`src/rtl/pipe_ctrl.sv`:
```
// Pipeline sequencer: memory-latency freeze, load-use stall and halt drain for the 8-bit core.
// freeze/ld_inst_halt are Mealy outputs; fetch_stop, halted and stall_cnt come from flops.
module pipe_ctrl #(
  parameter int MEM_LAT      = 2,
  parameter int DRAIN_CYCLES = 3
) (
  input  logic        clk,
  input  logic        rst,
  input  logic        mem_req,
  input  logic        ex_is_load,
  input  logic [5:0]  ex_write_addr,
  input  logic [5:0]  id_rs1,
  input  logic [5:0]  id_rs2,
  input  logic        id_uses_rs1,
  input  logic        id_uses_rs2,
  input  logic        halt_decoded,
  output logic        freeze,
  output logic        ld_inst_halt,
  output logic        fetch_stop,
  output logic        halted,
  output logic [15:0] stall_cnt
);

  // A single-cycle memory never stretches, so the latency preload is only meaningful above 1.
  localparam logic       MEM_STRETCH = (MEM_LAT > 1);
  localparam logic [3:0] LAT_INIT    = MEM_STRETCH ? 4'(MEM_LAT - 2) : 4'd0;
  localparam logic [3:0] DRAIN_INIT  = 4'(DRAIN_CYCLES);

  typedef enum logic [1:0] {
    S_RUN,
    S_MEM_WAIT,
    S_DRAIN,
    S_HALTED
  } state_t;

  state_t      state_reg, state_next;
  logic [3:0]  lat_cnt_reg, lat_cnt_next;
  logic [3:0]  drain_cnt_reg, drain_cnt_next;
  logic        ret_drain_reg, ret_drain_next;
  logic        fetch_stop_reg, halted_reg;
  logic [15:0] stall_cnt_reg;
  logic        freeze_next, ld_inst_halt_next;
  logic        luh;

  assign luh = ex_is_load && (ex_write_addr != 6'd0) &&
               ((id_uses_rs1 && (id_rs1 == ex_write_addr)) ||
                (id_uses_rs2 && (id_rs2 == ex_write_addr)));

  always_comb begin
    state_next        = state_reg;
    lat_cnt_next      = lat_cnt_reg;
    drain_cnt_next    = drain_cnt_reg;
    ret_drain_next    = ret_drain_reg;
    freeze_next       = 1'b0;
    ld_inst_halt_next = 1'b0;
    case (state_reg)
      S_RUN: begin
        if (mem_req && MEM_STRETCH) begin
          freeze_next    = 1'b1;
          lat_cnt_next   = LAT_INIT;
          ret_drain_next = 1'b0;
          state_next     = S_MEM_WAIT;
        end else if (luh) begin
          ld_inst_halt_next = 1'b1;
        end else if (halt_decoded) begin
          drain_cnt_next = DRAIN_INIT;
          state_next     = S_DRAIN;
        end
      end
      S_MEM_WAIT: begin
        // Release cycle: mem_req still belongs to the completing access and is ignored.
        if (lat_cnt_reg != 4'd0) begin
          freeze_next  = 1'b1;
          lat_cnt_next = lat_cnt_reg - 4'd1;
        end else if (ret_drain_reg) begin
          if (drain_cnt_reg == 4'd1) begin
            state_next = S_HALTED;
          end else begin
            drain_cnt_next = drain_cnt_reg - 4'd1;
            state_next     = S_DRAIN;
          end
        end else if (luh) begin
          ld_inst_halt_next = 1'b1;
          state_next        = S_RUN;
        end else if (halt_decoded) begin
          drain_cnt_next = DRAIN_INIT;
          state_next     = S_DRAIN;
        end else begin
          state_next = S_RUN;
        end
      end
      S_DRAIN: begin
        if (mem_req && MEM_STRETCH) begin
          freeze_next    = 1'b1;
          lat_cnt_next   = LAT_INIT;
          ret_drain_next = 1'b1;
          state_next     = S_MEM_WAIT;
        end else if (drain_cnt_reg == 4'd1) begin
          state_next = S_HALTED;
        end else begin
          drain_cnt_next = drain_cnt_reg - 4'd1;
        end
      end
      S_HALTED: begin
        freeze_next = 1'b1;
      end
      default: begin
        state_next = S_RUN;
      end
    endcase
    if (rst) begin
      freeze_next       = 1'b0;
      ld_inst_halt_next = 1'b0;
    end
  end

  always_ff @(posedge clk) begin
    if (rst) begin
      state_reg      <= S_RUN;
      lat_cnt_reg    <= 4'd0;
      drain_cnt_reg  <= 4'd0;
      ret_drain_reg  <= 1'b0;
      fetch_stop_reg <= 1'b0;
      halted_reg     <= 1'b0;
      stall_cnt_reg  <= 16'd0;
    end else begin
      state_reg      <= state_next;
      lat_cnt_reg    <= lat_cnt_next;
      drain_cnt_reg  <= drain_cnt_next;
      ret_drain_reg  <= ret_drain_next;
      // Fetch stays stopped while a drain-time access is being stretched.
      fetch_stop_reg <= (state_next == S_DRAIN) || (state_next == S_HALTED) ||
                        ((state_next == S_MEM_WAIT) && ret_drain_next);
      halted_reg     <= (state_next == S_HALTED);
      if ((freeze_next || ld_inst_halt_next) && (state_reg != S_HALTED) &&
          (stall_cnt_reg != 16'hFFFF)) begin
        stall_cnt_reg <= stall_cnt_reg + 16'd1;
      end
    end
  end

  assign freeze       = freeze_next;
  assign ld_inst_halt = ld_inst_halt_next;
  assign fetch_stop   = fetch_stop_reg;
  assign halted       = halted_reg;
  assign stall_cnt    = stall_cnt_reg;

endmodule
```
`config.mk`:
```
export PLATFORM = sky130hd
export DESIGN_NAME = pipe_ctrl
export DESIGN_NICKNAME = d
export VERILOG_FILES = /design/src/rtl/pipe_ctrl.sv
export SDC_FILE = /design/constraint.sdc
export NUM_CORES = 1
export LEC_CHECK = 0
export BUFFER_PORTS_ARGS = -buffer_cell sky130_fd_sc_hd__buf_4
export CAP_MARGIN = 20
export CORE_ASPECT_RATIO = 1.75
export CORE_MARGIN = 1.5
export CORE_UTILIZATION = 53
export DETAILED_ROUTE_END_ITERATION = 10
export PLACE_DENSITY = 0.9
export SYNTH_ARGS = -nofsm -noshare
export SYNTH_HDL_FRONTEND = slang
export SYNTH_SLANG_ARGS = --single-unit
```
`constraint.sdc`:
```
create_clock -name clk -period 2.6 [get_ports clk]
set_clock_uncertainty 0.15 [all_clocks]
set_input_delay 0.13 -clock clk [delete_from_list [all_inputs] [get_ports clk]]
set_output_delay 0.13 -clock clk [all_outputs]
set_load 0.1 [all_outputs]
```
# ---- Yosys cells after proc, flatten, opt, wreduce, memory -nomap -nowiden
# Cells that the tools add are included.
dict set report totals {
  output_inout_bits 20
  ramBits 0
  input_bits 25
  elab_cells 80
  latch_bits 0
  romBits 0
  regBits 29
  mem_count 0
}
dict set report classes {
  addsub 3
  n_mul 0
  n_eq_ne 16
  shifts 0
  bitwise_logic 0
  reduce_logical 19
  div 0
  magnitude_cmp 0
  muxes 35
}
# operator n
set op_table {}
lappend op_table {{4-bit two-way mux} 9}
lappend op_table {{2-bit two-way mux} 9}
lappend op_table {{16-bit by 1-bit adder with 16-bit output (second input constant)} 1}
lappend op_table {{16-bit inequality test (second input constant)} 1}
lappend op_table {{6-bit equality test} 2}
lappend op_table {{4-bit one-hot mux with 3 select lines} 1}
lappend op_table {{1-bit two-way mux} 11}
lappend op_table {{2-bit inequality test (second input constant)} 5}
lappend op_table {{2-bit equality test (second input constant)} 4}
lappend op_table {{4-bit one-hot mux with 2 select lines} 1}
lappend op_table {{4-bit by 1-bit subtractor with 4-bit output (second input constant)} 2}
lappend op_table {{1-bit logical AND} 7}
lappend op_table {{2-bit one-hot mux with 3 select lines} 1}
lappend op_table {{6-bit nonzero test} 1}
lappend op_table {{2-bit by 1-bit equality test with 1-bit output (second input constant)} 2}
lappend op_table {{4-bit by 1-bit equality test with 1-bit output (second input constant)} 1}
lappend op_table {{1-bit logical OR} 4}
lappend op_table {{1-bit one-hot mux with 2 select lines} 2}
lappend op_table {{4-bit AND reduction} 1}
lappend op_table {{4-bit nonzero test} 1}
lappend op_table {{1-bit one-hot mux with 3 select lines} 1}
lappend op_table {{3-bit AND reduction} 1}
lappend op_table {{3-bit nonzero test} 1}
lappend op_table {{2-bit zero test} 1}
lappend op_table {{3 further kinds} 3}

# ---- Logic depth before layout (Yosys ltp)
# Gate-level depths: netlist of the first run.
dict set report depth {
  depth_word 12
  depth_mapped 10
  depth_no_buf 8
}

# ---- Worst setup path after synthesis of the first run
# No wires, ideal clock.
dict set report synth_timing {
  path_type {reg-to-reg}
  startpoint {register state_reg[1]}
  endpoint {register stall_cnt_reg[13], in the netlist stall_cnt[13]}
  stages_incl_launch_ff 9
  synth_period_minus_slack_ps 4675
  required_time_ps 2329
  setup_slack_ps -2075
  path_buffers 1
  arrival_ps 4404
  setup_time_ps 121
  cell_sequence {dfxtp_1 inv_1 ha_1 and4bb_4 a211oi_1 a22oi_2 buf_6 nor4_1 mux2_2}
}
dict set report synth_via {
  elab_chain_cells 7
  word_cells_on_any_way 13
  cone_classes {4 x eq/ne; 4 x mux; 5 x reduce/logical}
}
# item line_no
set synth_rtl {}
lappend synth_rtl {{start, declared} 36} ;# state_t state_reg, state_next;
lappend synth_rtl {{start signal, assigned} 127} ;# state_reg <= state_next;
lappend synth_rtl {{2-bit equality test / 2-bit zero test (equally long branches)} 56} ;# case (state_reg)
lappend synth_rtl {{2-bit OR reduction (no source line)} n/a}
lappend synth_rtl {{1-bit one-hot mux with 3 select lines (*)} 56}
lappend synth_rtl {{1-bit two-way mux (*)} 111} ;# if (rst) begin
lappend synth_rtl {{net freeze} 17} ;# output logic freeze,
lappend synth_rtl {{1-bit logical OR (*)} 135} ;# if ((freeze_next || ld_inst_halt_next) && (state_reg != S_HALTED) &&
lappend synth_rtl {{1-bit logical AND (*) (2 in series)} 135}
lappend synth_rtl {{end signal, assigned} 137} ;# stall_cnt_reg <= stall_cnt_reg + 16'd1;
lappend synth_rtl {{end, declared} 41} ;# logic [15:0] stall_cnt_reg;
# Mark *: on every way through the listed nets, which the timed path passes. The rest lies on a longest branch.
# A chain may end at the register's enable or synchronous reset.

# ---- Worst setup path in the final report of the first run
dict set report layout_timing {
  startpoint {register state_reg[0]}
  endpoint {register lat_cnt_reg[3]}
}
dict set report layout_via {
  elab_chain_cells 4
  word_cells_on_any_way 9
  cone_classes {4 x eq/ne; 1 x mux; 4 x reduce/logical}
}
# item line_no
set layout_rtl {}
lappend layout_rtl {{2-bit equality test / 2-bit zero test (equally long branches)} 56}
lappend layout_rtl {{2-bit OR reduction (no source line)} n/a}
lappend layout_rtl {{2-bit by 1-bit inequality test with 1-bit output (no source line) / 2-bit nonzero test (equally long branches)} n/a}
lappend layout_rtl {{3-bit AND reduction (no source line)} n/a}
lappend layout_rtl {{end signal, assigned} 128} ;# lat_cnt_reg <= lat_cnt_next;
lappend layout_rtl {{end, declared} 37} ;# logic [3:0] lat_cnt_reg, lat_cnt_next;
# Several ways; a longest one is shown, not always the timed one.

==> metrics.txt, run 1 <==
Fillers=297; HP Class=in2reg; final hold slack=0.0593 ns; CTS clk-pin slew, worst paths=0.07 ns; Ports=45; total track usage=0.259; slack of the critical path=between 0.15 and 0.2 ns; max-cap viol count=0; Fin. Hold Viols=0; fin util=0.705; critical path startpoint category=flip-flop; RSZ-0062 raised after global routing=no; # nets final=313; Worst Hold Path EP=state_reg[0]; leakage power=0.909 nW; shortest period the worst path allows=2.41 ns; Longest Clk Path Bufs=2; vias in the first global route=1775; commonest cells in the netlist=29 x dfxtp_1, 22 x a21oi_1, 19 x o21ai_0; Mapped Area=1850 um^2; Syn Nets=~270; Max Slew Vio Count=0; Synth Register Bits=29; R2R cell count=8; ant diodes=0; DIE HEIGHT=81.2 um; top cell type's share of synthesized area=0.313; CORE AREA=3360 um^2; placed cells=317; most frequent cell after synthesis=dfxtp_1; Peak VDD IR=0.000478 V; EDFF count, synth=0; Synth area leaders=dfxtp_1 31%, ha_1 6.1%, a21oi_1 5.9%, xnor2_1 5.7%, o21ai_0 5.1%; post-detail-place hpwl=between 3 and 4 mm; Placement Setup Slack=0.146 ns; WL per Instance=13.9 um; R2R setup slack=roughly 0.19 ns; crit end category=flip-flop; GPL Wtd Cong=0.983; CP startpoint=state_reg[0]; Max-slew headroom=0.689; worst-margin pin slew=0.462 ns; post-route ant nets=0; Setup Crit Path Kind=reg2reg; max FFs per register=16; total routed wirelength=between 4 and 5 mm; critical path data required time=2.67 ns; starting DRC count in detailed routing=40; Layout area overhead=27.9%; Reg2Reg Launch Point=state_reg[0]; Post-synth ARST share=0; min-delay src=rst; Inserted Clock Buffers=5; WP data arrival=2.48 ns; via count=1871; final setup vio count=0; largest net degree at the start of global routing=28; synthesis warning total=0; Synth cell types=47; status=completed; CTS tree=done; period utilization=0.927; area post-placement=2270 um^2; cell count after synthesis=233; Initial Util=0.551; # resized after CTS=0; initial antenna violation count=0; Die W=47.7 um; DRT Pass-1 Iters=4; layout cells sized above 1=0.304; vias per cell=5.76; # rows=28; PwrDens=655 nW/um^2; synthesized area per cell=7.96 um^2; depth of the CTS H-tree=2; Clock Latency Late Sink=0.29 ns; CTS sink cnt=29; Remaining DRCs=0; port bufs=44; clock tree root buffer cell=clkbuf_8; Post-CTS Hold Fix Bufs=0; GRT overflow=0; CP Max Fanout=7; Top FF cell, synth=dfxtp_1; fin area=2370 um^2; Post-CTS Setup Bufs=0; global-route wire length before repair=7.32 mm; fmax=415 MHz; Synth area leader=dfxtp_1; non-filler instance count after layout=approximately 330; Hold Crit Depth=2; DIE AREA=roughly 3900 um^2; sequential area share after synthesis=0.313; Reg2Reg Capture Point=lat_cnt_reg[3]
==> cell usage in the layout, fill, tap and decap left out, types with 3 or more instances in the layout <==
| cell | instances |
|---|---|
| nor2b_1 | 5 |
| inv_1 | 15 |
| nand4_1 | 7 |
| o21ai_0 | 14 |
| a21oi_1 | 22 |
| nor2_1 | 17 |
| clkbuf_8 | 5 |
| mux2i_1 | 3 |
| o31ai_1 | 3 |
| nand2_1 | 16 |
| nor4_1 | 4 |
| nor3_1 | 4 |
| dfxtp_2 | 10 |
| or3_1 | 13 |
| o21ai_1 | 5 |
| and3_1 | 3 |
| nand3_1 | 8 |
| buf_4 | 47 |
| dfxtp_1 | 18 |
| ha_1 | 7 |
| xnor2_1 | 12 |
==> through the flow <==
stage	power (mW)	TNS (ns)
detailed placement	1.18	0
global route	1.64	0
global placement	1.16	0
floorplan	1.03	-1.53
finish	1.55	0
CTS	1.54	0
==> cell families (layout without fill, tap and decap cells) <==
kind of cell               after synthesis  in the layout  share of synthesized area
adders and majority gates                9              9                     0.0607
and+or+nand+nor                         90             90                      0.265
DFF                                     29             29                      0.313
muxes                                    4              4                     0.0223
buffers and inverters                   24             71                     0.0553
xor gates and xnor gates                13             13                     0.0614
AOI/OAI and AO/OA                       64             64                      0.222
==> how the worst max path moves through the flow <==
stage,to,slack [ns],cells past startpoint
floorplan,stall_cnt[13],-0.28,8
global placement,fetch_stop,0.22,8
detailed placement,fetch_stop,0.15,8
CTS,lat_cnt_reg[3],0.13,8
global route,stall_cnt[3],0.005,9
finish,lat_cnt_reg[3],0.19,8
==> routing by layer <==
metal | track usage | up-vias | wire length [um]
li1 | - | 935 | -
met2 | 0.504 | 59 | 2570
met5 | 0 | - | 0
met3 | 0.0533 | 11 | 210
met1 | 0.226 | 866 | 1600
met4 | 0.122 | 0 | 138
==> critical path, cell delays in order, from the launching register on <==
cell and delay [ns]:
dfxtp_4 0.40, inv_1 0.08, ha_1 0.27, or2_2 0.39
nor2b_1 0.20, or3_1 0.41, nor2_2 0.17, nand3b_1 0.11
a21oi_1 0.16
==> final cells by class <==
type	count	area (um^2)	share of cell area
multi-input cells	180	1220	0.514
flip-flops and latches	29	597	0.252
repair buffers	47	353	0.149
clock buffers	5	68.8	0.0290
inverters	16	60.1	0.0253
well taps	45	56.3	0.0237
clock inverters	3	17.5	0.00739
==> power by group <==
group          switching, mW  internal [mW]
logic                  0.406          0.233
clock network          0.186          0.184
registers             0.0506          0.492
total                  0.642          0.910
Power figures use the tool's default switching activity.
==> inputs of run 2 (changes only) <==
CORE_ASPECT_RATIO = 0.75   (was 1.75)
CORE_MARGIN = 5   (was 1.5)
PLACE_DENSITY = 0.81   (was 0.9)
==> metrics.txt, run 2 (same netlist as run 1, synthesis figures left out) <==
status=completed (unchanged); leakage power=0.929 nW (was 0.909 nW); post-detail-place hpwl=3.56 mm (was 3.57 mm); Die W=78.3 um (was 47.7 um); largest net degree at the start of global routing=28 (unchanged); ant diodes=0 (unchanged); global-route wire length before repair=7.79 mm (was 7.32 mm); WP data arrival=2.48 ns (about the same); Fillers=281 (was 297); via count=1838 (was 1871); initial antenna violation count=0 (unchanged); starting DRC count in detailed routing=146 (was 40); total routed wirelength=4.63 mm (was 4.52 mm); most frequent cells in the layout=49 x buf_4, 22 x a21oi_1, 18 x dfxtp_1, 17 x nor2_1, 16 x nand2_1 (was 47 x buf_4, 22 x a21oi_1, 18 x dfxtp_1, 17 x nor2_1, 16 x nand2_1); setup TNS=0 ns (unchanged); Ports=45 (unchanged); switching share of power=0.391 (was 0.414); critical path startpoint category=flip-flop (unchanged); RSZ-0062 raised after global routing=no (unchanged); HP Class=in2reg (unchanged); Layout area overhead=29.1% (was 27.9%); DIE AREA=4790 um^2 (was 3880 um^2); Final Total Pwr=1.59 mW (was 1.55 mW); DIE HEIGHT=61.2 um (was 81.2 um); Peak VDD IR=0.000420 V (was 0.000478 V); Clock Latency Late Sink=0.28 ns (was 0.29 ns); CTS tree=done (unchanged); depth of the CTS H-tree=2 (unchanged); combinational power share=0.404 (was 0.412); max FFs per register=16 (unchanged); shortest period the worst path allows=2.42 ns (was 2.41 ns); Setup Crit Path Kind=reg2reg (unchanged); # rows=18 (was 28); final setup vio count=0 (unchanged); critical path data required time=2.66 ns (was 2.67 ns); # nets final=315 (was 313); Placement Setup Slack=0.110 ns (was 0.146 ns); vias in the first global route=1689 (was 1775); clock tree root buffer cell=clkbuf_8 (unchanged); most common library cell in the layout ignoring fill and taps=buf_4 (unchanged); Max Slew Vio Count=0 (unchanged); WL per Instance=14.4 um (was 13.9 um); GPL Wtd Cong=0.963 (was 0.983); CP Max Fanout=7 (unchanged); CTS sink cnt=29 (unchanged); max-cap viol count=0 (unchanged); crit end category=flip-flop (unchanged); R2R setup slack=0.18 ns (was 0.19 ns); port bufs=44 (unchanged); slack of the critical path=0.181 ns (was 0.189 ns); placed cells=314 (was 317); Longest Clk Path Bufs=2 (unchanged); internal power=969 uW (was 910 uW); DRT Pass-1 Iters=4 (unchanged); Seq pwr share=0.341 (was 0.350); Initial Util=0.556 (was 0.551); Inserted Clock Buffers=5 (unchanged); period utilization=0.930 (was 0.927); PwrDens=665 nW/um^2 (was 655 nW/um^2); total track usage=0.206 (was 0.259); non-filler instance count after layout=322 (was 325); Fin. Hold Viols=0 (unchanged); post-route ant nets=0 (unchanged); fmax=413 MHz (was 415 MHz); Max-slew headroom=0.698 (was 0.689); fin util=0.718 (was 0.705); Remaining DRCs=0 (unchanged); CTS clk-pin slew, worst paths=0.06 ns (was 0.07 ns); net switching power=621 uW (was 642 uW); vias per cell=5.71 (was 5.76); clock power share=0.255 (was 0.238); CORE AREA=3330 um^2 (was 3360 um^2); GRT overflow=0 (unchanged); layout cells sized above 1=0.309 (was 0.304); worst-margin pin slew=0.450 ns (was 0.462 ns)
-- run 2: changes by cell type in the layout (fill, tap and decap cells not counted), sizes merged --
cell	delta
buf	+2
clkinv	-1
clkinvlp	-1
clkbuf	+2
-- run 2: area by class of cell --
cell class | count | area [um^2] | share of cell area
flip-flops and latches | 29 | 594 | 0.248
clock inverters | 1 | 5.00 | 0.00209
well taps | 40 | 50.0 | 0.0209
inverters | 16 | 60.1 | 0.0251
repair buffers | 49 | 368 | 0.154
clock buffers | 7 | 96.3 | 0.0403
multi-input cells | 180 | 1220 | 0.510
-- run 2: metal layers --
metal | track usage | up-vias | share of wire
met5 | 0 | - | 0
met4 | 0.0623 | 0 | 0.0078
met3 | 0.0512 | 5 | 0.066
met1 | 0.289 | 842 | 0.49
met2 | 0.318 | 41 | 0.44
li1 | - | 950 | -
-- run 2: worst max-delay path, stage by stage, from the launching register on --
cell	delay, ns
dfxtp_2	0.41
inv_1	0.10
ha_1	0.29
or2_2	0.40
nor2b_1	0.18
or3_1	0.41
nor2_2	0.17
nand3b_1	0.09
a21oi_1	0.15
-- run 2: power groups by stage --
| stage | clock network, mW | registers [mW] | logic (mW) |
|---|---|---|---|
| final | 0.406 | 0.542 | 0.643 |
| after global routing | 0.432 | 0.550 | 0.700 |
| after CTS | 0.416 | 0.541 | 0.628 |
| after detailed placement | 0 | 0.551 | 0.623 |
| after global placement | 0 | 0.550 | 0.617 |
| after floorplan | 0 | 0.625 | 0.403 |
-- run 2: stage by stage --
step                      cell area [um^2]  hold WS (ns)
final                                 2390        0.0761
after global routing                  2390        0.0770
after CTS                             2380        0.0637
after detailed placement              2280         0.320
after global placement                2280         0.321
after floorplan                       1900         0.184
-- run 2: repair_timing --
action | CTS | global route
hold endpoints to repair | 0 | 0
endpoints found under the setup margin | 0 | 6
hold buffers | 0 | 0
gates resized for setup | 0 | 4
buffers inserted | 0 | 0
-- run 2: worst paths after layout --
check,start,endpoint,cells past startpoint
max,state_reg[0],lat_cnt_reg[3],8
max reg2reg,state_reg[0],lat_cnt_reg[3],8
min,rst,state_reg[0],2
min reg2reg,stall_cnt[5],stall_cnt[5],1
==> inputs of run 3 (changes only) <==
ABC_AREA = 1   (was default)
CORE_UTILIZATION = 55   (was 53)
PLACE_DENSITY = 0.82   (was 0.81)
==> metrics.txt, run 3 <==
Initial Util=0.571 (was 0.556); main combinational cell family by area after synthesis=simple AND/OR/NAND/NOR gates (unchanged); shortest period the worst path allows=2.25 ns (was 2.42 ns); Top FF cell, synth=dfxtp_1 (unchanged); top cell type's share of synthesized area=0.278 (was 0.313); vias per cell=5.39 (was 5.71); Peak VDD IR=0.000719 V (was 0.000420 V); GPL Wtd Cong=0.958 (was 0.963); max-cap viol count=0 (unchanged); port bufs=44 (unchanged); post-synthesis simple-gate area fraction=0.365 (was 0.265); area post-placement=2470 um^2 (was 2280 um^2); crit end category=flip-flop (unchanged); DIE AREA=5150 um^2 (was 4790 um^2); period utilization=0.864 (was 0.930); max FFs per register=16 (unchanged); post-synthesis adder-cell area fraction=0.0539 (was 0.0607); depth of the CTS H-tree=2 (unchanged); CTS sink cnt=29 (unchanged); WP data arrival=2.26 ns (was 2.48 ns); HP Class=in2reg (unchanged); Post-synth ARST share=0 (unchanged); Synth area leader=dfxtp_1 (unchanged); DIE HEIGHT=63.4 um (was 61.2 um); Fin. Hold Viols=0 (unchanged); CORE AREA=3660 um^2 (was 3330 um^2); total track usage=0.227 (was 0.206); CTS tree=done (unchanged); Layout area overhead=21.9% (was 29.1%); initial antenna violation count=0 (unchanged); critical path startpoint category=flip-flop (unchanged); starting DRC count in detailed routing=213 (was 146); CTS clk-pin slew, worst paths=0.06 ns (about the same); Synth area leaders=dfxtp_1 28%, nand2_1 17%, inv_1 7.4%, nand3_1 6.5%, a21oi_1 6.2% (was dfxtp_1 31%, ha_1 6.1%, a21oi_1 5.9%, xnor2_1 5.7%, o21ai_0 5.1%); RSZ-0062 raised after global routing=no (unchanged); XOR/XNOR share of the synthesized area=0.0628 (was 0.0614); # rows=19 (was 18); # resized after CTS=0 (unchanged); global-route wire length before repair=9.27 mm (was 7.79 mm); Post-CTS Hold Fix Bufs=0 (unchanged); DRT Pass-1 Iters=7 (was 4); Remaining DRCs=0 (unchanged); total routed wirelength=5.38 mm (was 4.63 mm); # nets final=407 (was 315); via count=2295 (was 1838); commonest cells in the netlist=94 x nand2_1, 41 x inv_1, 29 x dfxtp_1 (was 29 x dfxtp_1, 22 x a21oi_1, 19 x o21ai_0); cell count after synthesis=325 (was 233); EDFF count, synth=0 (unchanged); Mapped Area=2090 um^2 (was 1850 um^2); Clock Latency Late Sink=0.29 ns (was 0.28 ns); Ports=45 (unchanged); sequential area share after synthesis=0.278 (was 0.313); GRT overflow=0 (unchanged); CP Max Fanout=6 (was 7); Die W=81.2 um (was 78.3 um); critical path data required time=2.61 ns (was 2.66 ns); worst-margin pin slew=0.475 ns (was 0.450 ns); clock tree root buffer cell=clkbuf_8 (unchanged); Final Total Pwr=1.92 mW (was 1.59 mW); WL per Instance=12.6 um (was 14.4 um); Max Slew Vio Count=0 (unchanged); mux contribution to synthesized area=0 (was 0.0223); Fillers=351 (was 281); Compound-Gate Fraction of Synth Area=0.131 (was 0.222); Syn Nets=359 (was 267); post-route ant nets=0 (unchanged); most frequent cells in the layout=94 x nand2_1, 46 x buf_4, 41 x inv_1, 29 x dfxtp_1, 27 x nand3_1 (was 49 x buf_4, 22 x a21oi_1, 18 x dfxtp_1, 17 x nor2_1, 16 x nand2_1); Synth cell types=32 (was 47); Longest Clk Path Bufs=2 (unchanged); Post-CTS Setup Bufs=0 (unchanged); synthesized area per cell=6.43 um^2 (was 7.96 um^2); final setup vio count=0 (unchanged); post-detail-place hpwl=4.01 mm (was 3.56 mm); setup TNS=0 ns (unchanged); Inserted Clock Buffers=5 (unchanged); layout cells sized above 1=0.203 (was 0.309); Setup Crit Path Kind=reg2reg (unchanged); Synth Register Bits=29 (unchanged); synthesis warning total=0 (unchanged); leakage power=1.22 nW (was 0.929 nW); vias in the first global route=2074 (was 1689); ant diodes=0 (unchanged); fin area=2550 um^2 (was 2390 um^2); Max-slew headroom=0.681 (was 0.698); PwrDens=752 nW/um^2 (was 665 nW/um^2); most frequent cell after synthesis=nand2_1 (was dfxtp_1); fmax=445 MHz (was 413 MHz); largest net degree at the start of global routing=24 (was 28); status=completed (unchanged); most common library cell in the layout ignoring fill and taps=nand2_1 (was buf_4)
==> run 3: stage by stage <==
step,setup slack (ns),util,std cells,hold WS (ns)
floorplan,0.0223,-,325,0.0613
global placement,0.445,0.674,418,0.319
detailed placement,0.305,0.674,418,0.328
CTS,0.242,0.696,426,0.0496
global route,0.135,0.696,426,0.0833
finish,0.353,0.696,426,0.0533
==> run 3: area by class of cell <==
type | count | area, um^2 | share of cell area
multi-input cells | 241 | 1290 | 0.505
flip-flops and latches | 29 | 581 | 0.228
repair buffers | 46 | 345 | 0.135
inverters | 50 | 188 | 0.0736
clock buffers | 6 | 72.6 | 0.0285
well taps | 52 | 65.1 | 0.0255
clock inverters | 2 | 10.0 | 0.00393
==> run 3: worst paths after layout <==
kind | startpoint | end | slack (ns) | cells after the start
max | state_reg[0] | lat_cnt_reg[3] | 0.35 | 8
min | rst | state_reg[0] | 0.05 | 2
max reg2reg | state_reg[0] | lat_cnt_reg[3] | 0.35 | 8
min reg2reg | drain_cnt_reg[3] | drain_cnt_reg[3] | 0.34 | 2
==> run 3: cells by family (layout without fill, tap and decap cells) <==
group	Yosys count	in the layout
AO/OA/AOI/OAI	48	48
XOR/XNOR	15	15
adder cells (fa/ha/maj)	9	9
buffers and inverters	55	104
flip-flops	29	29
AND/OR/NAND/NOR	169	169
==> run 3: layer usage <==
metal  vias to the layer above  track usage  part of all wire
met3                        18       0.0499             0.083
met5                         -            0                 0
li1                       1142            -                 -
met2                       115        0.317              0.42
met4                         0        0.105             0.027
met1                      1020        0.325              0.47
==> run 3: worst max-delay path, cell delays in order (launching register included) <==
cell     delay (ns)
dfxtp_1        0.44
inv_1          0.14
ha_1           0.29
nor2_1         0.19
nor2_1         0.07
nor3_2         0.32
inv_1          0.13
o21ai_1        0.30
nor2_1         0.09
==> run 3: where the power goes <==
group	total [mW]	leakage [nW]	switching [mW]	internal, mW
clock	0.361	0.0450	0.177	0.185
sequential	0.584	0.235	0.0659	0.518
combinational	0.972	0.944	0.672	0.299
